===== config.mk =====
export PLATFORM = sky130hd
export DESIGN_NAME = npu_launch_ctrl
export DESIGN_NICKNAME = d
export VERILOG_FILES = /design/src/rtl/npu_pkg.sv /design/src/rtl/npu_wport_mux.sv /design/src/rtl/npu_launch_ctrl.sv
export SDC_FILE = /design/constraint.sdc
export NUM_CORES = 1
export LEC_CHECK = 0
export ABC_AREA = 1
export BUFFER_PORTS_ARGS = -buffer_cell sky130_fd_sc_hd__buf_2
export CAP_MARGIN = 20
export CORE_UTILIZATION = 44
export CTS_BUF_LIST = sky130_fd_sc_hd__clkbuf_4 sky130_fd_sc_hd__clkbuf_8 sky130_fd_sc_hd__clkbuf_16
export DETAILED_ROUTE_END_ITERATION = 8
export GPL_ROUTABILITY_DRIVEN = 0
export PLACE_DENSITY = 0.76
export SLEW_MARGIN = 10
export SYNTH_ARGS = -nofsm -noshare
export SYNTH_HDL_FRONTEND = slang
export SYNTH_SLANG_ARGS = --single-unit

===== constraint.sdc =====
create_clock -name clk_50 -period 1.6 [get_ports clk_50]
set_input_delay 0 -clock clk_50 [delete_from_list [all_inputs] [get_ports clk_50]]
set_output_delay 0 -clock clk_50 [all_outputs]
set_load 0.02 [all_outputs]

===== src/rtl/npu_pkg.sv =====
// Shared types and constants for the NPU launch controller slice.
package npu_pkg;
  typedef enum logic [1:0] {IDLE, REQ, RUN, WB} npu_state_e;

  localparam int          TRIG_REG_DEF    = 13;
  localparam int          RES_REG_DEF     = 14;
  localparam logic [31:0] NPU_TIMEOUT_VAL = 32'hFFFF_FFFF;

  function automatic logic [7:0] sat_inc8(input logic [7:0] v);
    return (v == 8'hFF) ? v : v + 8'd1;
  endfunction

  function automatic logic [15:0] sat_inc16(input logic [15:0] v);
    return (v == 16'hFFFF) ? v : v + 16'd1;
  endfunction
endpackage


===== src/rtl/npu_wport_mux.sv =====
// Register-file write-port arbiter: a pending NPU result only takes the port when the pipeline is not writing.
module npu_wport_mux #(
  parameter int DATA_W  = 32,
  parameter int ADDR_W  = 5,
  parameter int RES_REG = 14
) (
  input  logic              wb_pend,
  input  logic              wb_regwrite,
  input  logic [ADDR_W-1:0] wb_wr,
  input  logic [DATA_W-1:0] wb_wd,
  input  logic [DATA_W-1:0] res_wd,
  output logic              grant,
  output logic              rf_we,
  output logic [ADDR_W-1:0] rf_wr,
  output logic [DATA_W-1:0] rf_wd
);
  always_comb begin
    grant = wb_pend && !wb_regwrite;
    rf_we = wb_regwrite;
    rf_wr = wb_wr;
    rf_wd = wb_wd;
    if (grant) begin
      rf_we = 1'b1;
      rf_wr = ADDR_W'(RES_REG);
      rf_wd = res_wd;
    end
  end
endmodule


===== src/rtl/npu_launch_ctrl.sv =====
// NPU launch sequencer: a nonzero write to TRIG_REG starts a job, the result lands in RES_REG.
// Optional NPU_PERF_CNT_EN adds npu_cycles, the REQ-to-WB-exit length of the last finished job.
module npu_launch_ctrl import npu_pkg::*; #(
  parameter int DATA_W   = 32,
  parameter int ADDR_W   = 5,
  parameter int TRIG_REG = TRIG_REG_DEF,
  parameter int RES_REG  = RES_REG_DEF,
  parameter int TIMEOUT  = 1023
) (
  input  logic              clk_50,
  input  logic              rst,
  input  logic              wb_regwrite,
  input  logic [ADDR_W-1:0] wb_wr,
  input  logic [DATA_W-1:0] wb_wd,
  output logic              npu_req,
  output logic [DATA_W-1:0] npu_arg,
  input  logic              npu_ack,
  input  logic              npu_done,
  input  logic [DATA_W-1:0] npu_result,
  output logic              rf_we,
  output logic [ADDR_W-1:0] rf_wr,
  output logic [DATA_W-1:0] rf_wd,
  output logic              npu_stall,
  output logic              npu_err,
  output logic [7:0]        drop_cnt
`ifdef NPU_PERF_CNT_EN
  ,
  output logic [15:0]       npu_cycles
`endif
);
  localparam int TMR_W = $clog2(TIMEOUT + 1);

  npu_state_e        state, state_nxt;
  logic [TMR_W-1:0]  timer;
  logic [DATA_W-1:0] res_buf;
  logic              trig, tmo, grant, wb_pend;

  assign trig = wb_regwrite && (wb_wr == ADDR_W'(TRIG_REG)) && (wb_wd != '0);
  assign tmo  = (timer == TMR_W'(TIMEOUT));

  always_ff @(posedge clk_50) begin
    if (rst) state <= IDLE;
    else     state <= state_nxt;
  end

  always_comb begin
    state_nxt = state;
    unique case (state)
      IDLE:    if (trig)             state_nxt = REQ;
      REQ:     if (npu_ack)          state_nxt = RUN;
      RUN:     if (npu_done || tmo)  state_nxt = WB;
      WB:      if (grant)            state_nxt = IDLE;
      default:                       state_nxt = IDLE;
    endcase
  end

  always_comb begin
    npu_req = (state == REQ);
    wb_pend = (state == WB);
  end

  // Stall flop tracks next state so it equals (state != IDLE) without a comb path from wb_*.
  always_ff @(posedge clk_50) begin
    if (rst) begin
      npu_stall <= 1'b0;
      npu_arg   <= '0;
      res_buf   <= '0;
      timer     <= '0;
      npu_err   <= 1'b0;
      drop_cnt  <= '0;
    end else begin
      npu_stall <= (state_nxt != IDLE);
      if (trig && state == IDLE) npu_arg  <= wb_wd;
      if (trig && state != IDLE) drop_cnt <= sat_inc8(drop_cnt);
      case (state)
        REQ: timer <= '0;
        RUN: begin
          timer <= timer + TMR_W'(1);
          if (npu_done) res_buf <= npu_result;
          else if (tmo) begin
            res_buf <= '1;
            npu_err <= 1'b1;
          end
        end
        default: ;
      endcase
    end
  end

`ifdef NPU_PERF_CNT_EN
  logic [15:0] cyc_cnt;

  // Preloaded to 1 in IDLE so the first REQ cycle already counts.
  always_ff @(posedge clk_50) begin
    if (rst) begin
      cyc_cnt    <= '0;
      npu_cycles <= '0;
    end else begin
      cyc_cnt <= (state == IDLE) ? 16'd1 : sat_inc16(cyc_cnt);
      if (grant) npu_cycles <= cyc_cnt;
    end
  end
`endif

  npu_wport_mux #(.DATA_W(DATA_W), .ADDR_W(ADDR_W), .RES_REG(RES_REG)) u_wport_mux (
    .wb_pend     (wb_pend),
    .wb_regwrite (wb_regwrite),
    .wb_wr       (wb_wr),
    .wb_wd       (wb_wd),
    .res_wd      (res_buf),
    .grant       (grant),
    .rf_we       (rf_we),
    .rf_wr       (rf_wr),
    .rf_wd       (rf_wd)
  );
endmodule


# After elaboration in Yosys (flattened, before gate mapping)

Cells that the tools add are included.

Input port bits: 74
Register bits after elaboration: 86

Bitwise operators: 2
Equality and inequality tests: 6
Mux-type cells: 11
Add/sub/neg operators: 2
Reductions and logical operators: 16

Operator list:

| cell                                                 | number |
|---|---|
| two-way mux 32 bit                                   | 3 |
| nonzero test 32 bit                                  | 1 |
| one-hot mux 10 bit (2 select lines)                  | 1 |
| adder 10 x 1 -> 10 bit (second input constant)       | 1 |
| equality test 10 bit (second input constant)         | 1 |
| adder 8 x 1 -> 8 bit (second input constant)         | 1 |
| equality test 8 bit (second input constant)          | 1 |
| two-way mux 2 bit                                    | 4 |
| one-hot mux 2 bit (4 select lines)                   | 1 |
| nonzero test 2 bit                                   | 4 |
| equality test 5 x 4 -> 1 bit (second input constant) | 1 |
| logical AND 1 bit                                    | 5 |
| two-way mux 5 bit                                    | 1 |
| equality test 2 bit (second input constant)          | 2 |
| AND reduction 2 bit                                  | 2 |
| AND reduction 3 bit                                  | 1 |
| equality test 2 x 1 -> 1 bit (second input constant) | 1 |
| zero test 2 bit                                      | 1 |
| inverter 1 bit                                       | 2 |
| zero test 1 bit                                      | 1 |
| logical OR 1 bit                                     | 1 |
| two-way mux 1 bit                                    | 1 |

# Longest topological paths before layout

Gate-level depths: netlist of run 1.

Word-level depth: 6
Depth in mapped cells: 11

# By module

A second synthesis of run 1 with hierarchy kept.

Cell total of the unflattened synthesis: 653
Area, all modules: 4,448.0 um2

Modules (own cells, without submodules):

| module          | times used | cells an instance | sequential area each (um2) | area each (um2) |
|---|---|---|---|---|
| npu_launch_ctrl | 1          | 533               | 1,721.7                    | 3,849.9 |
| npu_wport_mux   | 1          | 120               | 0.0                        | 598.1 |

# Least setup slack after synthesis of run 1

Ideal clock, no wire load.

Kind: register to register
From: reg state[1]
To: reg timer[8]
Required time: 1.481 ns
Cell stages (with the launch flop): 10
Arrival: 1.481 ns
Setup slack: -0.001 ns
Clock period less this slack: 1.601 ns
Setup time: 0.119 ns
Cell sequence: dfxtp_1 > inv_1 > ha_1 > nand3_1 > nor2_1 > nand2_1 > nor2_1 > nand2_1 > o21ai_0 > a21oi_1

Word-level cells in the longest chain between the ends: 2
Elaborated cells between the ends (all ways): 4

RTL lines:

| element                                                                   | RTL line              | RTL |
|---|---|---|
| from (decl)                                                               | npu_launch_ctrl.sv:33 | `npu_state_e state, state_nxt;` |
| from (signal assigned)                                                    | npu_launch_ctrl.sv:43 | `else state <= state_nxt;` |
| equality test 2 bit or equality test 2 x 1 -> 1 bit (tied branches)       | npu_launch_ctrl.sv:75 | `case (state)` |
| one-hot mux 10 bit (2 select lines) or nonzero test 2 bit (tied branches) | n/a                   |  |
| to (signal assigned)                                                      | npu_launch_ctrl.sv:78 | `timer <= timer + TMR_W'(1);` |
| to (decl)                                                                 | npu_launch_ctrl.sv:34 | `logic [TMR_W-1:0] timer;` |

Several ways; a longest one is shown, not always the timed one.
A chain may end at the register's enable or synchronous reset.

# Worst setup path after layout of run 1

From: reg state[1]
To: reg timer[9]

Same word-level chain as after synthesis.

==> metrics.yaml, run 1 <==
worst_hold_path:
  hold_path.class: "input port to flop"
  hold_end: "timer[5]"
  hold_start: "rst"
  holdPathStages: 5
synthesis:
  synth_edf_count: 0
  ys_types: 25
  synth_ff_type: "dfxtp_1"
  yosysWarnings: 0
  ys_seq_elements: 86
  synth_area_sq_mm: 0.004035
  synth_commonest_cells: "nand2_1, dfxtp_1, inv_1"
  yosysMostFrequentCell: "nand2_1"
  syn-num-nets: 643
  syn_inst: 562
  async_flop_share_pct: 0
  netlist.top_cell.by_area: "dfxtp_1"
  yosysSeqAreaShare_pct: 42.67
  synthTopCellsByArea: "dfxtp_1, nand2_1, inv_1"
  synth_top_area_share_pct: 42.67
  postSynthAreaPerCell_sq_um: 7.180
outcome:
  violations: "design-rule violations, negative setup slack"
  status: "finished, violations left"
layout:
  multi_input_area_sq_mm: 0.002137
  n_fill_cell: 609
  final-seq-area_sq_mm: 0.001725
  diodes: 0
  final_nets: 883
  drive_gt1_share_pct: 35.53
  instances_no_fill: 913
  area_growth_pct: 63.91
  final_design_area_no_fill_sq_mm: 0.006614
worst_setup_path:
  cp_top_family: "simple AND/OR/NAND/NOR gates"
  worst-path-buf-inv: 3
  slowest_stage: "dfxtp_2"
  r2r_cells: 11
  cp-end-kind: "flop"
  cp.required_ns: 1.88
  arrival_ns: 2.07
  r2r_slack_ns: -0.19
  crit_type: "flop to flop"
  critical_path.max_stage_delay_ns: 0.36
  crit_path_cell_trace: "buf_6 -> inv_4 -> ha_4 -> nand2_4 -> nor2_4 -> nand2_2 -> inv_1 -> nand3_1 -> nor2_2 -> o21ai_0 -> a21oi_1"
  worst_setup_path_start_kind: "flop"
  r2r_end: "timer[9]"
  cp_max_fo: 4
  reg2reg_from: "state[1]"
  path_depth: 11
place:
  post-place-ws_ns: -0.02530
  dpl_cell_area_sq_mm: 0.005062
  portBuffers: 154
  post-dp-hpwl_um: 8804
  dp.cells: 815
timing:
  slew_viol_final: 0
  finalCritPeriodShare_pct: 111.8
  timing.hold.ws_ns: 0.1216
  rsz0062_at_grt: "yes"
  setup_viol: 39
  fin_ws_ns: -0.1889
  fmax_ghz: 0.5590
  period_needed_ns: 1.789
  slew_headroom_pct: 69.74
  fin_tns_setup_ns: -3.199
  fin_skew_ns: 0.008149
  finalHoldViolations: 0
  tightest_slew_ns: 0.4539
global_route:
  antenna_found_initial: 0
  grt-ovfl-total: 0
  grt_pass1_vias: 4723
  grt_max_degree: 43
  grt.total_usage_pct: 30.11
  grt_pass1_wl_um: 23050
clocking:
  cts_tree: "yes"
  clk_path_buf_depth: 2
  cts-buffers-inserted: 9
  htreeDepth: 3
  clockRootBuffer: "clkbuf_8"
  clkSinkCount: 86
  clk_latency_ns: 0.35
  clkTransAtPathRegs_ns: 0.09
route:
  antenna_left: 0
  vias: 4978
  dr.first_iter.drc_count: 379
  routed_wl_um: 15180
  post-route-drc-count: 27
  wl_per_cell_um: 16.63
  viasPerCell: 5.452
  drtPass1Iterations: 8
power_and_ir_drop:
  powerDensity_mw_per_mm2: 697.9
  p_leak_nw: 3.157
  peakVddDrop_mv: 0.4766
die:
  start_util_pct: 45.82
  dieArea_sq_mm: 0.009558
  die_h_um: 97.77
  rows: 34
  io_pins: 155
  core_sq_mm: 0.008806
  die_w_um: 97.77
flow_run:
  drv_cap: 0
==> layout by cell type (no fill, tap or decap), types with 9 or more instances in the layout <==
| master | Yosys | layout |
|---|---|---|
| clkbuf_8 | 0 | 9 |
| dlygate4sd3_1 | 0 | 65 |
| dfxtp_1 | 86 | 83 |
| o21ai_2 | 0 | 12 |
| nand2_2 | 1 | 20 |
| buf_6 | 0 | 31 |
| a21oi_1 | 47 | 46 |
| buf_2 | 10 | 119 |
| nand2_1 | 138 | 112 |
| o21ai_1 | 0 | 12 |
| o221ai_1 | 32 | 31 |
| inv_1 | 82 | 78 |
| nor2_1 | 33 | 26 |
| buf_4 | 0 | 39 |
| nand4_1 | 42 | 42 |
==> area by class of cell <==
class / count / share of cell area (%)
Clock buffer: 9 / 1.873
Clock inverter: 5 / 0.7946
Inverter: 83 / 4.862
Multi-Input combinational cell: 358 / 32.31
Sequential cell: 86 / 26.09
Tap cell: 108 / 2.043
Timing Repair Buffer: 264 / 32.03
==> through the flow <==
step	total power, mW	utilization, %
after floorplan	2.592	-
after global placement	2.891	57.49
after detailed placement	2.897	57.49
after CTS	4.551	72.01
after global routing	4.776	75.11
final	4.616	75.11
==> worst min-delay path, stage by stage <==
cell	delay (ns)
buf_2	0.12
a21oi_2	0.04
buf_4	0.15
o21ai_0	0.07
a21oi_1	0.04
==> logic make-up after synthesis <==
logic type,count (synthesis),synth area share (%)
adders and majority gates,7,2.170
DFF,86,42.67
xor gates and xnor gates,3,0.6513
and+or+nand+nor,232,25.58
AOI/OAI and AO/OA,116,17.64
buffers and inverters,118,11.29
==> per-layer routing <==
layer  up-vias  track usage (%)  part of all wire (%)
met5         -                0                     0
li1       2348                -                     -
met2       283            54.01                    50
met1      2292            36.01                    38
met3        55            5.727                   8.1
met4         0            10.37                   3.8
==> state kept, by name (all words and copies together) (netlist names) <==
register / cells
npu_err: 1
npu_arg: 32
timer: 10
drop_cnt: 8
state: 2
npu_stall: 1
res_buf: 32
==> timing repair <==
action,CTS,global route
setup endpoints to repair,53,85
buffers inserted,7,7
resized for setup,137,40
pin swaps,3,12
hold buffers,65,0
gates cloned,2,3
endpoints found under the hold margin,65,0
==> how the worst max path moves through the flow <==
stage / start / endpoint
after floorplan: drop_cnt[0] / drop_cnt[1]
after global placement: state[1] / timer[8]
after detailed placement: state[0] / res_buf[25]
after CTS: state[0] / rf_wd[0]
after global routing: state[1] / timer[9]
final: state[1] / timer[9]
==> power breakdown <==
| part | total (mW) | internal [mW] | switching [mW] |
|---|---|---|---|
| combinational | 0.944 | 0.441 | 0.503 |
| clock | 1.47 | 0.697 | 0.773 |
| sequential | 2.20 | 2.18 | 0.0252 |
| total | 4.62 | 3.31 | 1.30 |
Note: power is estimated with default switching activity, not from simulation.
==> run 2: changes to the inputs <==
--- a/config.mk
+++ b/config.mk
@@ -5,7 +5,6 @@
 export SDC_FILE = /design/constraint.sdc
 export NUM_CORES = 1
 export LEC_CHECK = 0
-export ABC_AREA = 1
 export BUFFER_PORTS_ARGS = -buffer_cell sky130_fd_sc_hd__buf_2
 export CAP_MARGIN = 20
 export CORE_UTILIZATION = 44
==> run 2 against run 1 <==
The flow finishes with violations (negative setup slack). Largest cell class is now buffers. Non-clock buffer count up 31. Die area shrank 3.2%. Clock skew is essentially flat.
==> metrics.yaml, run 2 <==
timing:
  finalCritPeriodShare_pct: 118.3  # was 111.8%
  fmax_ghz: 0.5284  # was 0.5590 GHz
  slew_headroom_pct: 72.21  # was 69.74%
  setup_viol: 112  # was 39
  rsz0062_at_grt: "yes"  # unchanged
  finalHoldViolations: 0  # unchanged
  tightest_slew_ns: 0.4169  # was 0.4539 ns
  fin_ws_ns: -0.2925  # was -0.1889 ns
  timing.hold.ws_ns: 0.009398  # was 0.1216 ns
  slew_viol_final: 0  # unchanged
  fin_skew_ns: 0.008583  # was 0.008149 ns
  period_needed_ns: 1.892  # was 1.789 ns
die:
  dieArea_sq_mm: 0.009250  # was 0.009558 sq mm
  core_sq_mm: 0.008382  # was 0.008806 sq mm
  rows: 33  # was 34
  start_util_pct: 46.56  # was 45.82%
  io_pins: 155  # unchanged
  die_w_um: 96.18  # was 97.77 um
  die_h_um: 96.18  # was 97.77 um
route:
  vias: 4756  # was 4978
  routed_wl_um: 17140  # was 15180 um
  dr.first_iter.drc_count: 398  # was 379
  viasPerCell: 5.828  # was 5.452
  drtPass1Iterations: 5  # was 8
  post-route-drc-count: 0  # was 27
  antenna_left: 0  # unchanged
  wl_per_cell_um: 21.01  # was 16.63 um
clocking:
  htreeDepth: 3  # unchanged
  cts_tree: "yes"  # unchanged
  clockRootBuffer: "clkbuf_8"  # unchanged
  clk_path_buf_depth: 2  # unchanged
  clkSinkCount: 86  # unchanged
  cts-buffers-inserted: 9  # unchanged
  clkTransAtPathRegs_ns: 0.09  # about the same
  clk_latency_ns: 0.36  # was 0.35 ns
layout:
  n_fill_cell: 440  # was 609
  top_regs: "npu_arg x32, res_buf x32, timer x10"  # unchanged
  diodes: 0  # unchanged
  mostFrequentLayoutCell: "buf_2"  # unchanged
  mostFrequentLayoutCells: "buf_2, dfxtp_1, nor2_1"  # was buf_2, nand2_1, dfxtp_1
  area_growth_pct: 79.93  # was 63.91%
  final-seq-area_sq_mm: 0.001727  # was 0.001725 sq mm
  final_nets: 787  # was 883
  multi_input_area_sq_mm: 0.002437  # was 0.002137 sq mm
  drive_gt1_share_pct: 48.95  # was 35.53%
power_and_ir_drop:
  switching_share_pct: 26.95  # was 28.18%
  peakVddDrop_mv: 0.4403  # was 0.4766 mV
  powerDensity_mw_per_mm2: 666.1  # was 697.9 mW/mm^2
  pwr-share-comb_pct: 19.3  # was 20.5%
  switchingPower_mw: 1.260  # was 1.301 mW
  p_leak_nw: 3.392  # was 3.157 nW
  p_seq_share_pct: 46.6  # was 47.7%
  clkPwrFrac_pct: 34.1  # was 31.9%
  p_int_mw: 3.417  # was 3.315 mW
place:
  portBuffers: 154  # unchanged
  post-place-ws_ns: -0.3024  # was -0.02530 ns
  post-dp-hpwl_um: 8070  # was 8804 um
synthesis:
  postSynthAreaPerCell_sq_um: 9.139  # was 7.180 sq um
  async_flop_share_pct: 0  # unchanged
  synth_edf_count: 0  # unchanged
  synth_area_sq_mm: 0.003902  # was 0.004035 sq mm
  syn_inst: 427  # was 562
  netlist.top_cell.by_area: "dfxtp_1"  # unchanged
  yosysSeqAreaShare_pct: 44.12  # was 42.67%
  yosysWarnings: 0  # unchanged
  syn-num-nets: 508  # was 643
  yosysMostFrequentCell: "dfxtp_1"  # was nand2_1
  synth_commonest_cells: "dfxtp_1, nor2_1, nor3_1"  # was nand2_1, dfxtp_1, inv_1
  ys_types: 39  # was 25
  synth_top_area_share_pct: 44.12  # was 42.67%
  synth_ff_type: "dfxtp_1"  # unchanged
  ys_seq_elements: 86  # unchanged
  synthTopCellsByArea: "dfxtp_1, mux2_2, mux2i_1"  # was dfxtp_1, nand2_1, inv_1
global_route:
  grt_pass1_vias: 4579  # was 4723
  grt.total_usage_pct: 32.81  # was 30.11%
  grt_pass1_wl_um: 22510  # was 23050 um
  grt_max_degree: 34  # was 43
  antenna_found_initial: 0  # unchanged
  grt-ovfl-total: 0  # unchanged
worst_hold_path:
  hold_start: "wb_wd[24]"  # was rst
  hold_path.class: "input port to flop"  # unchanged
worst_setup_path:
  cp-end-kind: "primary output"  # was flop
  cp.required_ns: 1.60  # was 1.88 ns
  cp_max_fo: 7  # was 4
  worst_setup_path_start_kind: "flop"  # unchanged
  arrival_ns: 1.89  # was 2.07 ns
  crit_type: "flop to primary output"  # was flop to flop
  reg2reg_from: "state[0]"  # was state[1]
  critPathLaunch: "state[0]"  # was state[1]
flow_run:
  drv_cap: 0  # unchanged
outcome:
  status: "finished, violations left"  # unchanged
  violations: "negative setup slack"  # was design-rule violations, negative setup slack
-- run 2: timing repair --
action                     4_1_cts  5_1_grt
setup endpoints to repair       76      120
cloned                           8        6
setup buffers                   19       13
pin swaps                       37       20
hold endpoints to repair        52        0
hold buffers                    51        0
gates resized for setup        102       90
-- run 2: cell families (layout without fill, tap and decap cells) --
family | Yosys count | after routing | synth area share (%)
compound gates | 30 | 31 | 5.258
flops | 86 | 86 | 44.12
simple gates | 197 | 197 | 24.21
mux | 66 | 66 | 17.95
xor+xnor | 9 | 9 | 2.020
buf+inv | 32 | 315 | 4.200
fa+ha+maj | 7 | 7 | 2.244
-- run 2: final cells by class --
class                   count  area share, %
repair buffers            295          35.73
multi-input cells         310          34.71
flip-flops and latches     86          24.59
clock buffers              11          1.978
well taps                 105          1.871
clock inverters             5         0.8375
inverters                   4         0.2851
-- run 2: critical path, stage by stage, from the launching register on --
cell and delay (ns):
dfxtp_2 0.35, buf_6 0.10, ha_4 0.13, nor2b_4 0.19, buf_6 0.15, clkbuf_16 0.16
mux2_4 0.31, buf_6 0.13
-- run 2: per-stage QoR --
step                      cells  total power, mW  cell area (sq um)  util (%)  setup TNS [ns]
after floorplan             427            2.504               3931         -               0
after global placement      712            2.779               5164     61.61          -10.90
after detailed placement    712            2.793               5164     61.61          -12.61
after CTS                   806            4.512               6613     78.89          -13.72
after global routing        816            4.797               7022     83.77          -21.17
final                       816            4.677               7022     83.77          -16.08
-- run 2: final timing paths --
check                 to  slack [ns]  depth (start not counted)
max             rf_wd[2]       -0.29                          7
min          npu_arg[24]       0.009                          4
max reg2reg  res_buf[27]       -0.28                         11
min reg2reg      npu_err        0.50                          2
-- run 2: layer usage --
metal	global-route usage (%)	vias up	wire length (um)
li1	-	2060	-
met4	17.41	0	824
met2	58.33	329	8715
met5	0	-	0
met3	6.398	95	1439
met1	36.78	2272	6165
-- run 2: power by group through the flow --
stage | clock, mW | combinational, mW | sequential [mW]
after floorplan | 0 | 0.270 | 2.23
after detailed placement | 0 | 0.567 | 2.23
after global routing | 1.67 | 0.948 | 2.18
final | 1.59 | 0.904 | 2.18
after global placement | 0 | 0.554 | 2.22
after CTS | 1.57 | 0.766 | 2.18
==> run 3: changes to the inputs <==
--- a/config.mk
+++ b/config.mk
@@ -5,13 +5,16 @@
 export SDC_FILE = /design/constraint.sdc
 export NUM_CORES = 1
 export LEC_CHECK = 0
+export ABC_CLOCK_PERIOD_IN_PS = 2000
 export BUFFER_PORTS_ARGS = -buffer_cell sky130_fd_sc_hd__buf_2
 export CAP_MARGIN = 20
-export CORE_UTILIZATION = 44
+export CELL_PAD_IN_SITES_DETAIL_PLACEMENT = 0
+export CELL_PAD_IN_SITES_GLOBAL_PLACEMENT = 1
+export CORE_UTILIZATION = 35
 export CTS_BUF_LIST = sky130_fd_sc_hd__clkbuf_4 sky130_fd_sc_hd__clkbuf_8 sky130_fd_sc_hd__clkbuf_16
 export DETAILED_ROUTE_END_ITERATION = 8
 export GPL_ROUTABILITY_DRIVEN = 0
-export PLACE_DENSITY = 0.76
+export PLACE_DENSITY_LB_ADDON = 0.1
 export SLEW_MARGIN = 10
 export SYNTH_ARGS = -nofsm -noshare
 export SYNTH_HDL_FRONTEND = slang
==> constraint.sdc (replaced) <==
create_clock -name clk_50 -period 2 [get_ports clk_50]
set_input_delay 0 -clock clk_50 [delete_from_list [all_inputs] [get_ports clk_50]]
set_output_delay 0 -clock clk_50 [all_outputs]
set_load 0.02 [all_outputs]
==> run 3 against run 2 <==
The run now ends clean. Critical path type is now input port to flop. Sequential power down 20%. Highest routed layer unchanged. Clock skew up 0.0090 ns. Non-clock buffer count down 59.
==> metrics.yaml, run 3 (synthesis gave the netlist of run 2 again) <==
timing:
  fmax_ghz: 0.5313
  fin_tns_setup_ns: 0  # was -16.08 ns
  slew_headroom_pct: 53.89  # was 72.21%
  tightest_slew_ns: 0.6917  # was 0.4169 ns
  period_needed_ns: 1.882
  setup_viol: 0  # was 112
  slew_viol_final: 0  # unchanged
  finalCritPeriodShare_pct: 94.11
  fin_skew_ns: 0.01759  # was 0.008583 ns
  finalHoldViolations: 0  # unchanged
worst_setup_path:
  reg2reg_from: "state[0]"  # unchanged
  arrival_ns: 2.11  # was 1.89 ns
  cp-end-kind: "flop"  # was primary output
  crit_type: "input port to flop"  # was flop to primary output
  r2r_end: "drop_cnt[6]"  # was res_buf[27]
  r2r_cells: 7  # was 11
  worst-path-buf-inv: 4  # unchanged
  critical_path.max_stage_delay_ns: 0.54  # was 0.35 ns
  crit_path_cell_trace: "dlygate4sd3_1 -> buf_2 -> nor4_1 -> nand4_1 -> buf_4 -> o211ai_4 -> buf_12 -> mux2i_1 -> nor2_1"  # was buf_6 -> ha_4 -> nor2b_4 -> buf_6 -> clkbuf_16 -> mux2_4 -> buf_6
  r2r_slack_ns: 0.14  # was -0.28 ns
  cp_top_family: "buffers and inverters"  # unchanged
  slowest_stage: "dlygate4sd3_1"  # was dfxtp_2
  cp.required_ns: 2.23  # was 1.60 ns
  worst_setup_path_start_kind: "input port"  # was flop
  cp_max_fo: 16  # was 7
layout:
  drive_gt1_share_pct: 36.41  # was 48.95%
  top_regs: "npu_arg x32, res_buf x32, timer x10"  # unchanged
  mostFrequentLayoutCells: "buf_2, dfxtp_1, nor2_1"  # unchanged
  final_nets: 727  # was 787
  area_growth_pct: 48.32  # was 79.93%
  mostFrequentLayoutCell: "buf_2"  # unchanged
  final_design_area_no_fill_sq_mm: 0.005788  # was 0.007022 sq mm
  diodes: 0  # unchanged
  n_fill_cell: 1051  # was 440
place:
  post-dp-hpwl_um: 7872  # was 8070 um
  dpl_cell_area_sq_mm: 0.004858  # was 0.005164 sq mm
  portBuffers: 154  # unchanged
global_route:
  grt-ovfl-total: 0  # unchanged
  grt_pass1_wl_um: 18060  # was 22510 um
  grt.total_usage_pct: 19.99  # was 32.81%
  grt_pass1_vias: 3641  # was 4579
  grt_max_degree: 35  # was 34
  antenna_found_initial: 0  # unchanged
clocking:
  clkSinkCount: 86  # unchanged
  htreeDepth: 3  # unchanged
  cts_tree: "yes"  # unchanged
  clockRootBuffer: "clkbuf_8"  # unchanged
  clk_latency_ns: 0.36  # about the same
  clkTransAtPathRegs_ns: 0.09  # about the same
  clk_path_buf_depth: 2  # unchanged
  cts-buffers-inserted: 9  # unchanged
die:
  rows: 38  # was 33
  start_util_pct: 36.00  # was 46.56%
  die_h_um: 107.6  # was 96.18 um
  core_sq_mm: 0.01084  # was 0.008382 sq mm
  io_pins: 155  # unchanged
  dieArea_sq_mm: 0.01158  # was 0.009250 sq mm
  die_w_um: 107.6  # was 96.18 um
power_and_ir_drop:
  peakVddDrop_mv: 0.3380  # was 0.4403 mV
  p_leak_nw: 2.746  # was 3.392 nW
  powerDensity_mw_per_mm2: 622.2  # was 666.1 mW/mm^2
route:
  dr.first_iter.drc_count: 157  # was 398
  routed_wl_um: 11390  # was 17140 um
  drtPass1Iterations: 4  # was 5
  wl_per_cell_um: 14.40  # was 21.01 um
  viasPerCell: 4.896  # was 5.828
  antenna_left: 0  # unchanged
  vias: 3873  # was 4756
  post-route-drc-count: 0  # unchanged
worst_hold_path:
  holdPathStages: 5  # was 4
  hold_end: "npu_stall"  # was npu_arg[24]
  hold_start: "npu_ack"  # was wb_wd[24]
  hold_path.class: "input port to flop"  # unchanged
flow_run:
  drv_cap: 0  # unchanged
outcome:
  status: "complete, no violations"  # was finished, violations left
[run 3: power breakdown]
part	internal, mW	switching (mW)	total, mW
clock	0.734	0.632	1.37
combinational	0.252	0.244	0.496
sequential	1.73	0.0130	1.74
[run 3: repair_timing]
item                                    in CTS  in global routing
buffers inserted                             0                  1
hold buffers                                65                  0
endpoints found under the hold margin       65                  0
resized for setup                            3                  8
endpoints found under the setup margin      22                 37
[run 3: worst max path at each step]
stage / start / endpoint / slack, ns / cells after the start
finish: wb_wd[4] / npu_arg[20] / 0.12 / 9
global route: wb_wd[4] / npu_arg[22] / -0.01 / 9
CTS: state[0] / drop_cnt[6] / 0.008 / 7
detailed placement: wb_wd[0] / npu_arg[30] / -0.12 / 7
global placement: wb_wd[0] / npu_arg[28] / -0.09 / 7
floorplan: state[0] / drop_cnt[4] / 0.28 / 7
[run 3: area by class of cell]
cell class	instances	area (sq um)	area share [%]
Clock inverter	5	83.83	1.448
Sequential cell	86	1727	29.83
Multi-Input combinational cell	309	2067	35.71
Timing Repair Buffer	236	1582	27.32
Tap cell	140	175.2	3.026
Clock buffer	11	138.9	2.399
Inverter	4	15.01	0.2594
[run 3: routing by layer]
metal  track usage [%]  part of all wire [%]
met3             4.419                   4.0
met4             5.871                   1.2
met1             25.89                    47
met2             33.10                    48
met5                 0                     0
[run 3: through the flow]
stage | hold WS, ns | utilization (%) | worst slack [ns] | instances | total power, mW
final | 0.1416 | 53.39 | 0.1179 | 791 | 3.601
after global routing | 0.1700 | 53.39 | -0.01238 | 791 | 3.753
after CTS | 0.1162 | 52.95 | 0.008397 | 790 | 3.640
after detailed placement | 0.2665 | 44.82 | -0.1182 | 709 | 2.172
after global placement | 0.2573 | 44.82 | -0.08512 | 709 | 2.170
after floorplan | 0.1420 | - | 0.2781 | 427 | 1.992
[run 3: worst min-delay path: stages]
cell and delay [ns]:
buf_2 0.09, a21oi_1 0.07, a21oi_1 0.14, o21ai_0 0.09, o221ai_1 0.07
